## src/rtl/thread_sched_rr_pkg.sv

```systemverilog
// Shared thread-state encoding, scheduler FSM states and index-width helper.
// No logic; constants only.
// No flow control.
package thread_sched_rr_pkg;

    // Thread-state word as written into the thread_state memory by the CPU.
    localparam int THREAD_STATE_MSB = 3;
    localparam logic [THREAD_STATE_MSB:0] THREAD_STATE_WR_RDY = 4'd2;

    typedef enum logic [1:0] {
        ST_INIT = 2'd0,
        ST_RUN  = 2'd1,
        ST_SUSP = 2'd2
    } sched_state_e;

    // Bits needed to hold a thread index 0..n-1.
    function automatic int idx_w(input int n);
        return (n > 1) ? $clog2(n) : 1;
    endfunction

endpackage

```

## src/rtl/thread_sched_rr_if.sv

```systemverilog
// Bundle between the CPU / thread-state write port and the scheduler.
// Wires only; no latency.
// No flow control: writes and releases are single-cycle strobes.
interface thread_sched_rr_if
    import thread_sched_rr_pkg::*;
#(
    parameter int N_THREADS = 16,
    parameter int CNT_WIDTH = 32
);
    localparam int TW = idx_w(N_THREADS);

    logic                      entry_pt_switch;
    logic                      ts_wr_en;
    logic [TW-1:0]             ts_wr_num;
    logic [THREAD_STATE_MSB:0] ts_wr_state;
    logic                      NEXT_THREAD;
    logic                      RELOAD;
    logic [TW-1:0]             thread_num;
    logic                      thread_init;
    logic                      suspended;
    logic [CNT_WIDTH-1:0]      cycles_suspended;

    modport master (
        output entry_pt_switch, ts_wr_en, ts_wr_num, ts_wr_state, NEXT_THREAD,
        input  RELOAD, thread_num, thread_init, suspended, cycles_suspended
    );

    modport slave (
        input  entry_pt_switch, ts_wr_en, ts_wr_num, ts_wr_state, NEXT_THREAD,
        output RELOAD, thread_num, thread_init, suspended, cycles_suspended
    );

endinterface

```

## src/rtl/thread_sched_rr_find_first.sv

```systemverilog
// Round-robin find-first: lowest set bit of mask at or after start, wrapping.
// Purely combinational, zero latency.
// No flow control.
module rr_find_first #(
    parameter int N = 16,
    parameter int W = (N > 1) ? $clog2(N) : 1
) (
    input  logic [N-1:0] mask,
    input  logic [W-1:0] start,
    output logic [W-1:0] idx,
    output logic         vld
);
    localparam logic [W:0] N_L = N[W:0];

    logic [N-1:0] w_rot;
    logic [W-1:0] w_off;
    logic [W:0]   w_sum;

    // Rotate so bit 'start' lands at 0, encode the lowest set bit, map back to a thread index.
    always_comb begin
        w_rot = N'({mask, mask} >> start);
        vld   = |w_rot;
        w_off = '0;
        for (int i = N - 1; i >= 0; i--) begin
            if (w_rot[i]) w_off = i[W-1:0];
        end
        w_sum = {1'b0, start} + {1'b0, w_off};
        idx   = W'((w_sum >= N_L) ? (w_sum - N_L) : w_sum);
    end

endmodule

```

## src/rtl/thread_sched_rr.sv

```systemverilog
// Round-robin thread scheduler with a mirrored per-thread ready bitmap.
// RELOAD is same-cycle (comb from NEXT_THREAD and registered state); thread_num updates next cycle.
// No backpressure: NEXT_THREAD with nothing ready parks the scheduler in the suspended state.
module thread_sched_rr
    import thread_sched_rr_pkg::*;
#(
    parameter int N_THREADS = 16,
    parameter int TS_DELAY  = 2,
    parameter int CNT_WIDTH = 32
) (
    input  logic             CLK,
    input  logic             RST,
    thread_sched_rr_if.slave bus
);
    localparam int TW = idx_w(N_THREADS);
    localparam int HW = $clog2(TS_DELAY + 1);
    localparam logic [TW-1:0] LAST = TW'(N_THREADS - 1);

    sched_state_e         r_state;
    sched_state_e         w_next_state;
    logic [TW-1:0]        r_thread_num;
    logic [N_THREADS-1:0] r_rdy;
    logic [HW-1:0]        r_hold;
    logic [CNT_WIDTH-1:0] r_cnt;

    logic                 w_init;
    logic                 w_susp;
    logic [TW-1:0]        w_start;
    logic [N_THREADS-1:0] w_avail;
    logic [TW-1:0]        w_cand;
    logic                 w_cand_vld;
    logic                 w_reload;
    logic                 w_take;

    // Search begins just after the current thread so the current thread is considered last;
    // a just-released thread is hidden until its hold-off expires.
    always_comb begin
        w_start = (r_thread_num == LAST) ? '0 : r_thread_num + TW'(1);
        w_avail = r_rdy;
        if (r_hold != '0) w_avail = r_rdy & ~(N_THREADS'(1) << r_thread_num);
    end

    rr_find_first #(.N(N_THREADS), .W(TW)) u_find (
        .mask  (w_avail),
        .start (w_start),
        .idx   (w_cand),
        .vld   (w_cand_vld)
    );

    // Reload depends only on registered state plus NEXT_THREAD; entry_pt_switch overrides its effects.
    always_comb begin
        w_reload = ~w_init & w_cand_vld & (w_susp | bus.NEXT_THREAD);
        w_take   = w_reload & ~bus.entry_pt_switch;
    end

    // FSM state register.
    always_ff @(posedge CLK) begin
        if (RST) r_state <= ST_INIT;
        else     r_state <= w_next_state;
    end

    // FSM next-state: entry point switch restarts init from any state.
    always_comb begin
        w_next_state = r_state;
        if (bus.entry_pt_switch) begin
            w_next_state = ST_INIT;
        end else begin
            case (r_state)
                ST_INIT: if (r_thread_num == LAST)                w_next_state = ST_SUSP;
                ST_SUSP: if (w_reload)                            w_next_state = ST_RUN;
                ST_RUN:  if (bus.NEXT_THREAD && !w_cand_vld)      w_next_state = ST_SUSP;
                default:                                          w_next_state = ST_INIT;
            endcase
        end
    end

    // FSM outputs: both flags come straight from the state register.
    always_comb begin
        w_init = (r_state == ST_INIT);
        w_susp = (r_state != ST_RUN);
    end

    // Current thread: steps through every thread during init, otherwise follows reloads.
    always_ff @(posedge CLK) begin
        if (RST || bus.entry_pt_switch)                 r_thread_num <= '0;
        else if (w_init && (r_thread_num != LAST))      r_thread_num <= r_thread_num + TW'(1);
        else if (!w_init && w_reload)                   r_thread_num <= w_cand;
    end

    // Ready bitmap: a reloaded thread is no longer ready, but a same-cycle state write wins.
    always_ff @(posedge CLK) begin
        if (RST) begin
            r_rdy <= '0;
        end else begin
            if (w_take) r_rdy[w_cand] <= 1'b0;
            if (bus.ts_wr_en && (int'(bus.ts_wr_num) < N_THREADS))
                r_rdy[bus.ts_wr_num] <= (bus.ts_wr_state == THREAD_STATE_WR_RDY);
        end
    end

    // Hold-off: keep a released thread out of selection until its state write has landed.
    always_ff @(posedge CLK) begin
        if (RST || bus.entry_pt_switch)        r_hold <= '0;
        else if (bus.NEXT_THREAD && !w_init)   r_hold <= HW'(TS_DELAY);
        else if (r_hold != '0)                 r_hold <= r_hold - HW'(1);
    end

    // Saturating count of cycles with no thread running outside init.
    always_ff @(posedge CLK) begin
        if (RST)                                   r_cnt <= '0;
        else if (w_susp && !w_init && !(&r_cnt))   r_cnt <= r_cnt + CNT_WIDTH'(1);
    end

    assign bus.RELOAD           = w_reload;
    assign bus.thread_num       = r_thread_num;
    assign bus.thread_init      = w_init;
    assign bus.suspended        = w_susp;
    assign bus.cycles_suspended = r_cnt;

endmodule

```

## src/flat_wrapper.sv

```systemverilog
// flat-port wrapper written by rule: the top's interface ports become plain ports
module thread_sched_rr_flat import thread_sched_rr_pkg::*;
#(
    parameter int N_THREADS = 16,
    parameter int TS_DELAY  = 2,
    parameter int CNT_WIDTH = 32
)
  (CLK, RST, bus_entry_pt_switch, bus_ts_wr_en, bus_ts_wr_num, bus_ts_wr_state, bus_NEXT_THREAD, bus_RELOAD, bus_thread_num, bus_thread_init, bus_suspended, bus_cycles_suspended);
  thread_sched_rr_if #(.N_THREADS(N_THREADS), .CNT_WIDTH(CNT_WIDTH)) bus_i ();
  input  logic CLK;
  input  logic RST;
  input wire logic [$bits(bus_i.entry_pt_switch)-1:0] bus_entry_pt_switch;
  input wire logic [$bits(bus_i.ts_wr_en)-1:0] bus_ts_wr_en;
  input wire logic [$bits(bus_i.ts_wr_num)-1:0] bus_ts_wr_num;
  input wire logic [$bits(bus_i.ts_wr_state)-1:0] bus_ts_wr_state;
  input wire logic [$bits(bus_i.NEXT_THREAD)-1:0] bus_NEXT_THREAD;
  output wire logic [$bits(bus_i.RELOAD)-1:0] bus_RELOAD;
  output wire logic [$bits(bus_i.thread_num)-1:0] bus_thread_num;
  output wire logic [$bits(bus_i.thread_init)-1:0] bus_thread_init;
  output wire logic [$bits(bus_i.suspended)-1:0] bus_suspended;
  output wire logic [$bits(bus_i.cycles_suspended)-1:0] bus_cycles_suspended;
  assign bus_i.entry_pt_switch = bus_entry_pt_switch;
  assign bus_i.ts_wr_en = bus_ts_wr_en;
  assign bus_i.ts_wr_num = bus_ts_wr_num;
  assign bus_i.ts_wr_state = bus_ts_wr_state;
  assign bus_i.NEXT_THREAD = bus_NEXT_THREAD;
  assign bus_RELOAD = bus_i.RELOAD;
  assign bus_thread_num = bus_i.thread_num;
  assign bus_thread_init = bus_i.thread_init;
  assign bus_suspended = bus_i.suspended;
  assign bus_cycles_suspended = bus_i.cycles_suspended;
  thread_sched_rr #(.N_THREADS(N_THREADS), .TS_DELAY(TS_DELAY), .CNT_WIDTH(CNT_WIDTH)) u_core (.CLK(CLK), .RST(RST), .bus(bus_i));
endmodule
```

## config.mk

```make
export PLATFORM = sky130hd
export DESIGN_NAME = thread_sched_rr_flat
export DESIGN_NICKNAME = d
export VERILOG_FILES = /design/src/rtl/thread_sched_rr_pkg.sv /design/src/rtl/thread_sched_rr_if.sv /design/src/rtl/thread_sched_rr_find_first.sv /design/src/rtl/thread_sched_rr.sv /design/src/flat_wrapper.sv
export SDC_FILE = /design/constraint.sdc
export NUM_CORES = 1
export LEC_CHECK = 0
export BUFFER_PORTS_ARGS = -buffer_cell sky130_fd_sc_hd__buf_4
export CAP_MARGIN = 20
export CORE_MARGIN = 4
export CORE_UTILIZATION = 60
export CTS_CLUSTER_SIZE = 28
export DETAILED_ROUTE_END_ITERATION = 12
export PLACE_DENSITY_LB_ADDON = 0.1
export SKIP_LAST_GASP = 1
export SYNTH_ARGS = -nofsm -noshare
export SYNTH_HDL_FRONTEND = slang
export SYNTH_SLANG_ARGS = --single-unit
```

## constraint.sdc

```tcl
create_clock -name CLK -period 4.8 [get_ports CLK]
set_input_delay 0 -clock CLK [delete_from_list [all_inputs] [get_ports CLK]]
set_output_delay 0 -clock CLK [all_outputs]
set_load 0.03 [all_outputs]
```

== Word level (Yosys, flattened, before mapping) ==
Cells that the tools add are included.

* Word-level logic and storage cells: 93
* Output and inout port bits: 39
* Input port bits: 13
* Bits in registers: 56

* Reduce and logical (&&, ||, !) cells: 21
* Order comparisons: 5
* Bitwise gates (word level): 10
* Add/sub/neg operators: 5
* Equality and inequality tests: 9
* Shift operators: 2
* Multiplexer cells: 35

{| class="wikitable"
|+ Operator list
! cell !! number
|-
| 4-bit 2-to-1 mux || 20
|-
| 16-bit 2-to-1 mux || 4
|-
| 32-bit by 1-bit adder with 32-bit output, second input constant || 1
|-
| 16-bit AND || 2
|-
| 16-bit NOT || 2
|-
| 32-bit AND reduction || 1
|-
| 32-bit by 4-bit right shift with 16-bit output || 1
|-
| 16-bit bitwise mux || 1
|-
| 16-bit OR reduction || 1
|-
| 1-bit by 4-bit left shift with 16-bit output, first input constant || 1
|-
| 4-bit by 5-bit < comparator with 1-bit output, second input constant || 2
|-
| 2-bit 2-to-1 mux || 5
|-
| 1-bit demux with 4-bit select || 2
|-
| 4-bit by 1-bit >= comparator with 1-bit output, second input constant || 2
|-
| 1-bit logical AND || 8
|-
| 2-bit by 1-bit != test with 1-bit output, second input constant || 3
|-
| 2-bit case mux with 3 select lines || 1
|-
| 2-bit nonzero test || 3
|-
| 4-bit by 4-bit adder with 5-bit output || 1
|-
| 5-bit >= comparator, second input constant || 1
|-
| 4-bit by 1-bit adder with 4-bit output, second input constant || 1
|-
| 4-bit by 2-bit == test with 1-bit output, second input constant || 1
|-
| 4-bit == test, second input constant || 1
|-
| 4-bit != test, second input constant || 1
|-
| other kinds (14) || 21
|}

== Depth between registers and ports, before layout ==
Gate-level depths: netlist of run 1.

* Depth in word-level cells: 34
* Mapped depth: 20
* Mapped depth without buffers: 18

== Cells and area by module ==
Synthesis of run 1 repeated with hierarchy kept, for this count alone.

* Cells, all modules: 510
* Area, all modules: 4365.4 um^2

{| class="wikitable"
|+ By module, submodules not included
! module !! area each (um^2) !! times used !! sequential area each (um^2) !! cells each
|-
| thread_sched_rr || 3151.8 || 1 || 1121.1 || 382
|-
| rr_find_first || 1213.7 || 1 || 0.0 || 128
|}

== Worst setup path before layout of run 1 ==
Ideal clock, no wire load.

* Path type: register to register
* Start: register u_core.r_thread_num[0] (netlist: u_core.bus.thread_num[0])
* End: register u_core.r_thread_num[2] (netlist: u_core.bus.thread_num[2])
* Path slack: 0.308 ns
* Stages on the path, launching flop included: 19
* Buffers on the path: 2
* Data required time: 4.673 ns
* Library setup time: 0.127 ns
* Period minus slack after synthesis: 4.492 ns
* Data arrival time: 4.365 ns
* Cells stage by stage: dfxtp_1 inv_1 ha_1 clkbuf_1 nand2_4 inv_2 buf_6 mux2i_1 a22oi_1 nand3_1 o22ai_1 o311a_1 o21ai_1 a22o_1 ha_1 fa_1 xnor2_1 nor4_1 or3_1

* Longest elaborated chain between the ends: 26
* Elaborated cells on any way between the ends: 37
* Those cells by class: add/sub (3); order compare (1); eq/ne (2); shift (2); mux (21); bitwise (4); reduce/logical (4)

{| class="wikitable"
|+ RTL lines
! what !! line !! RTL
|-
| start, declared || thread_sched_rr.sv:21 || <nowiki>logic [TW-1:0] r_thread_num;</nowiki>
|-
| start signal, assigned || thread_sched_rr.sv:86 || <nowiki>else if (w_init && (r_thread_num != LAST)) r_thread_num <= r_thread_num + TW'(1);</nowiki>
|-
| start signal, assigned || thread_sched_rr.sv:87 || <nowiki>else if (!w_init && w_reload) r_thread_num <= w_cand;</nowiki>
|-
| parallel branches: the longest is 26 deep, another holds 4-bit by 1-bit adder with 4-bit output || -- ||
|}

Parallel ways; which one is timed is not known. The select of a mux whose other input is x is not followed.
A chain may end at the register's enable or synchronous reset.

== Final worst setup path of run 1 ==
* Start: register u_core.r_thread_num[1] (netlist: u_core.bus.thread_num[1])
* End: register u_core.r_rdy[2]

* Longest elaborated chain between the ends: 34
* Elaborated cells on any way between the ends: 43
* Those cells by class: add/sub (3); order compare (3); eq/ne (1); shift (2); mux (25); bitwise (7); reduce/logical (2)

{| class="wikitable"
|+ RTL lines
! what !! line !! RTL
|-
| parallel branches: the longest is 30 deep, another holds 4-bit by 1-bit adder with 4-bit output || -- ||
|-
| 16-bit 2-to-1 mux * || thread_sched_rr.sv:95 || <nowiki>if (w_take) r_rdy[w_cand] <= 1'b0;</nowiki>
|-
| 16-bit 2-to-1 mux * || thread_sched_rr.sv:92 || <nowiki>if (RST) begin</nowiki>
|-
| 16-bit bitwise mux || thread_sched_rr.sv:97 || <nowiki>r_rdy[bus.ts_wr_num] <= (bus.ts_wr_state == THREAD_STATE_WR_RDY);</nowiki>
|-
| 16-bit 2-to-1 mux * || thread_sched_rr.sv:96 || <nowiki>if (bus.ts_wr_en && (int'(bus.ts_wr_num) < N_THREADS))</nowiki>
|-
| end signal, assigned by index || thread_sched_rr.sv:97 ||
|-
| end, declared || thread_sched_rr.sv:22 || <nowiki>logic [N_THREADS-1:0] r_rdy;</nowiki>
|}

Mark *: on every way between the ends. The select of a mux whose other input is x is not followed.

==> reports/summary.txt, run 1 <==
Clock Skew - 14.0 ps
Post-synth EDFFs - 0
Fin crit period - 4580 ps
Number of port buffers - 51
H-Tree Level Count - 2
Gr ovfl total - 0
RSZ-0062 raised after global routing - true
Nets - 645
Max cap viols - 0
Post-synth net total - 600
Initial antenna violation count - 0
Die W - 96.2 µm
Critical Path AT - 4760 ps
CP max stage delay - 460 ps
Vias in the first global route - 4437
Measured slew at the worst slew-check pin - 630 ps
Tcrit/Tclk final - 95.5%
Crit Path Class - flop to flop
WL final - 13.8 mm
Critical path startpoint category - flop
Antenna cells - 0
Area delta synth->final - 12.6%
Via count - 4893
Worst-skew pair later-pin latency - 320 ps
PwrDens - 199 nW/µm²
Synth Warn # - 0
Post-route setup TNS - 0 ps
Starting density of the core - 63.0%
Clock Sinks - 56
Sequential area share after synthesis - 24.0%
Max_slew headroom - 57.6%
First-pass GRT wire length - 22.1 mm
Antenna viol nets, final - 0
Status - completed
Critical path's top delay family - compound AO/OA/AOI/OAI gates
Starting DRT DRC Count - 409
P_leak - 1.93 nW
Final Hold Viols - 0
Maximum resistive drop on vdd - 187 µV
Synth area leader - dfxtp_1
Distinct cells, synth - 85
Clock Path Buffers - 2
# IOs - 52
CTS tree - yes
Slew Limit Fails - 0
CP Capture Type - flop
Fmax - 218 MHz
Core area - 7410 µm²
Synth Flop Type - dfxtp_1
Post-CTS setup buffer count - 0
Hold Crit Class - input pin to flop
Async SR Flop Fraction - 0%
Final HPWL DP - 10.4 mm
Cell Rows - 31
Die ar. - 9260 µm²
Final Wtd Congestion - 1.02
CTS root buf - clkbuf_8
Synth Instances - 576
Avg Cell Area, Syn - 8.11 µm²
Final setup viols - 0
Drt wl/cell - 19.1 µm
Share of the synthesized area in the top cell type - 24.0%
CTS Buf Count - 5
Worst path cell trace - inv_1, ha_1, o21ai_1, o21ai_0, mux2i_1, mux2i_1, nand2b_1, a32oi_1, a211oi_1, o311a_1, o21ai_1, a22o_1, ha_1, a21o_1, a21oi_1, xnor2_2, xor2_4, a41oi_1
Vias per inst - 6.79
Synth top area cells - dfxtp_1, mux2i_1, nor2_1, o21ai_0, nand2_1
Critical path buffers and inverters - 1
Post-route DRC - 0
Clock transition at path regs - 100 ps
Mapped cell area - 4670 µm²
Final instance area - 5260 µm²
Power Total - 1.05 mW
All-Layer GR Usage - 30.1%
Layout Utilization - 71.0%
Drt first pass iters - 6
Slowest CP cell - xnor2_2
Largest net degree at the start of global routing - 51
Yosys reg bits - 56
Worst Path Required - 4980 ps
CP Max Fanout - 9
Post-DP Area - 5100 µm²
Die height - 96.2 µm
Share of layout cells above drive strength 1 - 20.3%
-- final timing paths --
kind | start | slack [ps] | cells past startpoint | to
setup / recovery | u_core.bus.thread_num[1]$_SDFFE_PP0P_ | 220 | 18 | u_core.r_rdy[2]$_SDFF_PP0_
hold / removal | bus_ts_wr_num[2] | 80 | 4 | u_core.r_rdy[15]$_SDFF_PP0_
setup reg to reg | u_core.bus.thread_num[1]$_SDFFE_PP0P_ | 220 | 18 | u_core.r_rdy[2]$_SDFF_PP0_
hold reg to reg | u_core.bus.cycles_suspended[10]$_SDFFE_PP0P_ | 510 | 2 | u_core.bus.cycles_suspended[10]$_SDFFE_PP0P_
-- what timing repair did --
action,CTS,global route
setup endpoints to repair,0,18
resized for setup,0,17
hold buffers,1,0
hold endpoints to repair,1,0
-- Yosys cell counts (all sizes together) (2+ instances only) --
cell and count:
nor2 64, o21ai 63, dfxtp 56, nand2 46, mux2i 37, nand3 24, a21oi 23, xor2 18
a21o 17, o211ai 15, buf 14, a31oi 13, clkbuf 13, inv 13, nor3 13, nand4 12
ha 10, nand2b 10, xnor2 10, a41oi 9, or3 9, o221ai 7, nor4 6, o22ai 6
a211oi 5, a22oi 5, and2 5, and3 4, and4 4, o32ai 4, or2 4, nor2b 3
a2111oi 2, nand3b 2, nor4b 2, o2111ai 2, o21a 2, o311a 2, o311ai 2, o31a 2
-- registers in the layout (all words and copies together) (netlist names) --
| register | flops |
|---|---|
| u_core.r_state | 2 |
| u_core.r_hold | 2 |
| u_core.bus.thread_num | 4 |
| u_core.r_rdy | 16 |
| u_core.bus.cycles_suspended | 32 |
-- per-stage QoR --
| step | cells | setup slack [ps] | hold WS (ps) |
|---|---|---|---|
| 2_1_floorplan | 576 | 308 | 143 |
| 3_3_place_gp | 712 | 149 | 311 |
| 3_5_place_dp | 712 | 76.8 | 306 |
| 4_1_cts | 721 | 25.0 | 76.9 |
| 5_1_grt | 721 | -31.6 | 87.5 |
| 6_report | 721 | 217 | 84.8 |
-- routing by layer --
metal	vias up	GRT usage [%]	wire [µm]
li1	2262	-	-
met1	2318	41.0	5810
met2	269	47.0	6470
met3	44	4.14	1030
met4	0	13.2	453
met5	-	0	0
-- cell families after synthesis --
group	Yosys count	synth area share (%)
compound gates	188	28.4
xor+xnor	28	5.81
fa+ha+maj	11	3.11
buf+inv	40	5.06
flops	56	24.0
mux	38	9.05
simple gates	215	24.5
-- placed cells by master, fill, tap and decap left out, types with 5 or more instances in the layout --
cell / Yosys / routed
buf_4: 2 / 64
nor2_1: 63 / 63
dfxtp_1: 56 / 55
nand2_1: 44 / 44
o21ai_0: 45 / 43
mux2i_1: 33 / 31
a21oi_1: 23 / 23
nand3_1: 22 / 22
xor2_1: 17 / 17
a21o_1: 17 / 17
o21ai_1: 16 / 16
o211ai_1: 14 / 14
a31oi_1: 13 / 13
nand4_1: 12 / 12
nor3_1: 11 / 11
inv_1: 10 / 10
nand2b_1: 9 / 9
or3_1: 9 / 9
a41oi_1: 9 / 9
ha_1: 10 / 9
xnor2_1: 9 / 8
o221ai_1: 6 / 6
and2_1: 5 / 5
o22ai_1: 5 / 5
a211oi_1: 5 / 5
clkbuf_8: 0 / 5
-- final cells by class --
cell class / count / area, µm²
clock inverters: 3 / 25.0
flip-flops and latches: 56 / 1120
fillers: 623 / 2150
multi-input cells: 480 / 3380
clock buffers: 5 / 68.8
repair buffers: 65 / 490
well taps: 99 / 124
inverters: 13 / 53.8
-- power by group --
group | switching [mW] | leakage, nW | internal, mW | total, mW
registers | 0.00213 | 0.451 | 0.466 | 0.468
logic | 0.189 | 1.43 | 0.113 | 0.303
clock network | 0.168 | 0.0452 | 0.107 | 0.275
total | 0.359 | 1.93 | 0.686 | 1.05
-- worst min-delay path, delay by kind of cell --
family | cells | cell delay (ps)
compound gates | 2 | 130
buf+inv | 1 | 160
simple gates | 1 | 70
Note: power is estimated with default switching activity, not from simulation.
==> run 2: changes to the inputs <==
--- a/config.mk
+++ b/config.mk
@@ -5,14 +5,15 @@
 export SDC_FILE = /design/constraint.sdc
 export NUM_CORES = 1
 export LEC_CHECK = 0
-export BUFFER_PORTS_ARGS = -buffer_cell sky130_fd_sc_hd__buf_4
 export CAP_MARGIN = 20
 export CORE_MARGIN = 4
 export CORE_UTILIZATION = 60
 export CTS_CLUSTER_SIZE = 28
 export DETAILED_ROUTE_END_ITERATION = 12
+export DONT_BUFFER_PORTS = 1
 export PLACE_DENSITY_LB_ADDON = 0.1
 export SKIP_LAST_GASP = 1
+export SLEW_MARGIN = 40
 export SYNTH_ARGS = -nofsm -noshare
 export SYNTH_HDL_FRONTEND = slang
 export SYNTH_SLANG_ARGS = --single-unit
==> reports/summary.txt, run 2 (synthesis gave the netlist of run 1 again) <==
Die height - 96.2 µm (unchanged)
Drt wl/cell - 19.8 µm (was 19.1 µm)
Area delta synth->final - 8.17% (was 12.6%)
Met2 GRT Util - 48.3% (was 47.0%)
Fmax - 219 MHz (was 218 MHz)
Nets - 613 (was 645)
Starting DRT DRC Count - 470 (was 409)
Final setup viols - 0 (unchanged)
All-Layer GR Usage - 30.3% (was 30.1%)
Via count - 4668 (was 4893)
P_leak - 1.75 nW (was 1.93 nW)
H-Tree Level Count - 2 (unchanged)
Drt first pass iters - 6 (unchanged)
Vias per inst - 6.78 (was 6.79)
Most frequent cells in the layout - nor2_1, dfxtp_1, nand2_1, o21ai_0, mux2i_1 (was buf_4, nor2_1, dfxtp_1, nand2_1, o21ai_0)
Gr ovfl total - 0 (unchanged)
CP Capture Type - flop (unchanged)
PwrDens - 206 nW/µm² (was 199 nW/µm²)
Clock Path Buffers - 2 (unchanged)
CP max stage delay - 530 ps (was 460 ps)
Number of flip-flops in the largest register - 32 (unchanged)
Power Total - 1.04 mW (was 1.05 mW)
Crit Path Class - flop to flop (unchanged)
Die ar. - 9260 µm² (unchanged)
CTS tree - yes (unchanged)
Clock Skew - 8.63 ps (was 14.0 ps)
Initial antenna violation count - 0 (unchanged)
Met3 Track Usage GR - 5.16% (was 4.14%)
Final HPWL DP - 10.4 mm (about the same)
Layout Utilization - 68.2% (was 71.0%)
Antenna viol nets, final - 0 (unchanged)
Cell Rows - 31 (unchanged)
Slew Limit Fails - 0 (unchanged)
Clock transition at path regs - 100 ps (about the same)
# IOs - 52 (unchanged)
CP Max Fanout - 15 (was 9)
Post-route DRC - 0 (unchanged)
Worst-skew pair later-pin latency - 310 ps (was 320 ps)
First-pass GRT wire length - 22.1 mm (about the same)
Post-route setup TNS - 0 ps (unchanged)
Share of layout cells above drive strength 1 - 14.9% (was 20.3%)
Critical Path AT - 4750 ps (was 4760 ps)
Cell mode on critical path - mux2i_1
CTS root buf - clkbuf_8 (unchanged)
Status - completed (unchanged)
Critical path's top delay family - adder cells (was compound AO/OA/AOI/OAI gates)
Measured slew at the worst slew-check pin - 769 ps (was 630 ps)
Max_slew headroom - 48.5% (was 57.6%)
Final setup margin - 229 ps (was 217 ps)
Core area - 7410 µm² (unchanged)
Vias in the first global route - 4457 (was 4437)
WL final - 13.6 mm (was 13.8 mm)
Starting density of the core - 63.0% (unchanged)
Maximum resistive drop on vdd - 170 µV (was 187 µV)
Final Hold Viols - 0 (unchanged)
Hold Crit Class - input pin to flop (unchanged)
Critical path buffers and inverters - 2 (was 1)
Antenna cells - 0 (unchanged)
Critical path startpoint category - flop (unchanged)
Max cap viols - 0 (unchanged)
RSZ-0062 raised after global routing - false (was true)
Largest net degree at the start of global routing - 51 (unchanged)
Fin crit period - 4570 ps (was 4580 ps)
Pre-CTS setup slack - 27.3 ps (was 76.8 ps)
Slowest CP cell - fa_2 (was xnor2_2)
Number of port buffers - 0 (was 51)
Worst path cell trace - inv_1, ha_2, nand2_4, clkinv_2, mux2i_1, mux2i_1, and2_1, a32oi_1, a211oi_1, o311a_1, o21ai_1, a22o_1, ha_1, fa_2, nor4b_4, a41oi_1 (was inv_1, ha_1, o21ai_1, o21ai_0, mux2i_1, mux2i_1, nand2b_1, a32oi_1, a211oi_1, o311a_1, o21ai_1, a22o_1, ha_1, a21o_1, a21oi_1, xnor2_2, xor2_4, a41oi_1)
Clock Sinks - 56 (unchanged)
Grt met1 use - 40.5% (was 41.0%)
Die W - 96.2 µm (unchanged)
CTS Buf Count - 5 (unchanged)
Global routing's busiest layer - met2 (unchanged)
Worst Path Required - 4980 ps (about the same)
Tcrit/Tclk final - 95.2% (was 95.5%)
Commonest non-fill, non-tap cell in the layout - nor2_1 (was buf_4)
Final Wtd Congestion - 0.962 (was 1.02)
==> run 2: power by group <==
part | internal [mW] | switching [mW] | leakage [nW]
Combinational | 0.118 | 0.190 | 1.26
Sequential | 0.466 | 0.00199 | 0.451
Clock | 0.104 | 0.160 | 0.0445
Total | 0.688 | 0.352 | 1.75
==> run 2: path summary, 6_finish.rpt <==
kind / end / from / slack [ps] / cells past startpoint
max: u_core.r_rdy[1]$_SDFF_PP0_ / u_core.bus.thread_num[1]$_SDFFE_PP0P_ / 230 / 16
max reg2reg: u_core.r_rdy[1]$_SDFF_PP0_ / u_core.bus.thread_num[1]$_SDFFE_PP0P_ / 230 / 16
min: u_core.r_rdy[0]$_SDFF_PP0_ / bus_ts_wr_num[2] / 20 / 3
min reg2reg: u_core.r_rdy[13]$_SDFF_PP0_ / u_core.r_rdy[13]$_SDFF_PP0_ / 570 / 3
==> run 2: area by class of cell <==
cell class / instances / area, µm²
Tap cell: 99 / 124
Clock buffer: 5 / 68.8
Timing Repair Buffer: 33 / 280
Fill cell: 616 / 2360
Clock inverter: 3 / 21.3
Inverter: 13 / 50.0
Multi-Input combinational cell: 480 / 3390
Sequential cell: 56 / 1120
==> run 2: metrics by stage <==
stage / cells / hold slack, ps / area, µm²
2_1_floorplan: 576 / 143 / 4670
3_3_place_gp: 671 / 74.6 / 4790
3_5_place_dp: 671 / 79.0 / 4790
4_1_cts: 687 / 0.917 / 4970
5_1_grt: 689 / 1.65 / 5050
6_report: 689 / 18.5 / 5050
==> run 2: repair_timing <==
action | in CTS | in global routing
buffers inserted | 0 | 1
hold buffers | 8 | 1
setup endpoints to repair | 0 | 18
endpoints found under the hold margin | 54 | 1
resized for setup | 0 | 18
==> run 2: per-layer routing <==
layer	wire, µm	share of wire [%]
met4	393	2.9
met5	0	0
met3	1250	9.2
met2	6350	47
met1	5630	41
==> run 2: worst reg2reg max path, cell delays in order, from the launching register on <==
cell and delay, ps:
dfxtp_1 460, inv_1 140, ha_2 440, nand2_4 60, clkinv_2 210, mux2i_1 370
mux2i_1 240, and2_1 230, a32oi_1 180, a211oi_1 120, o311a_1 360, o21ai_1 150
a22o_1 160, ha_1 190, fa_2 540, nor4b_4 420, a41oi_1 180
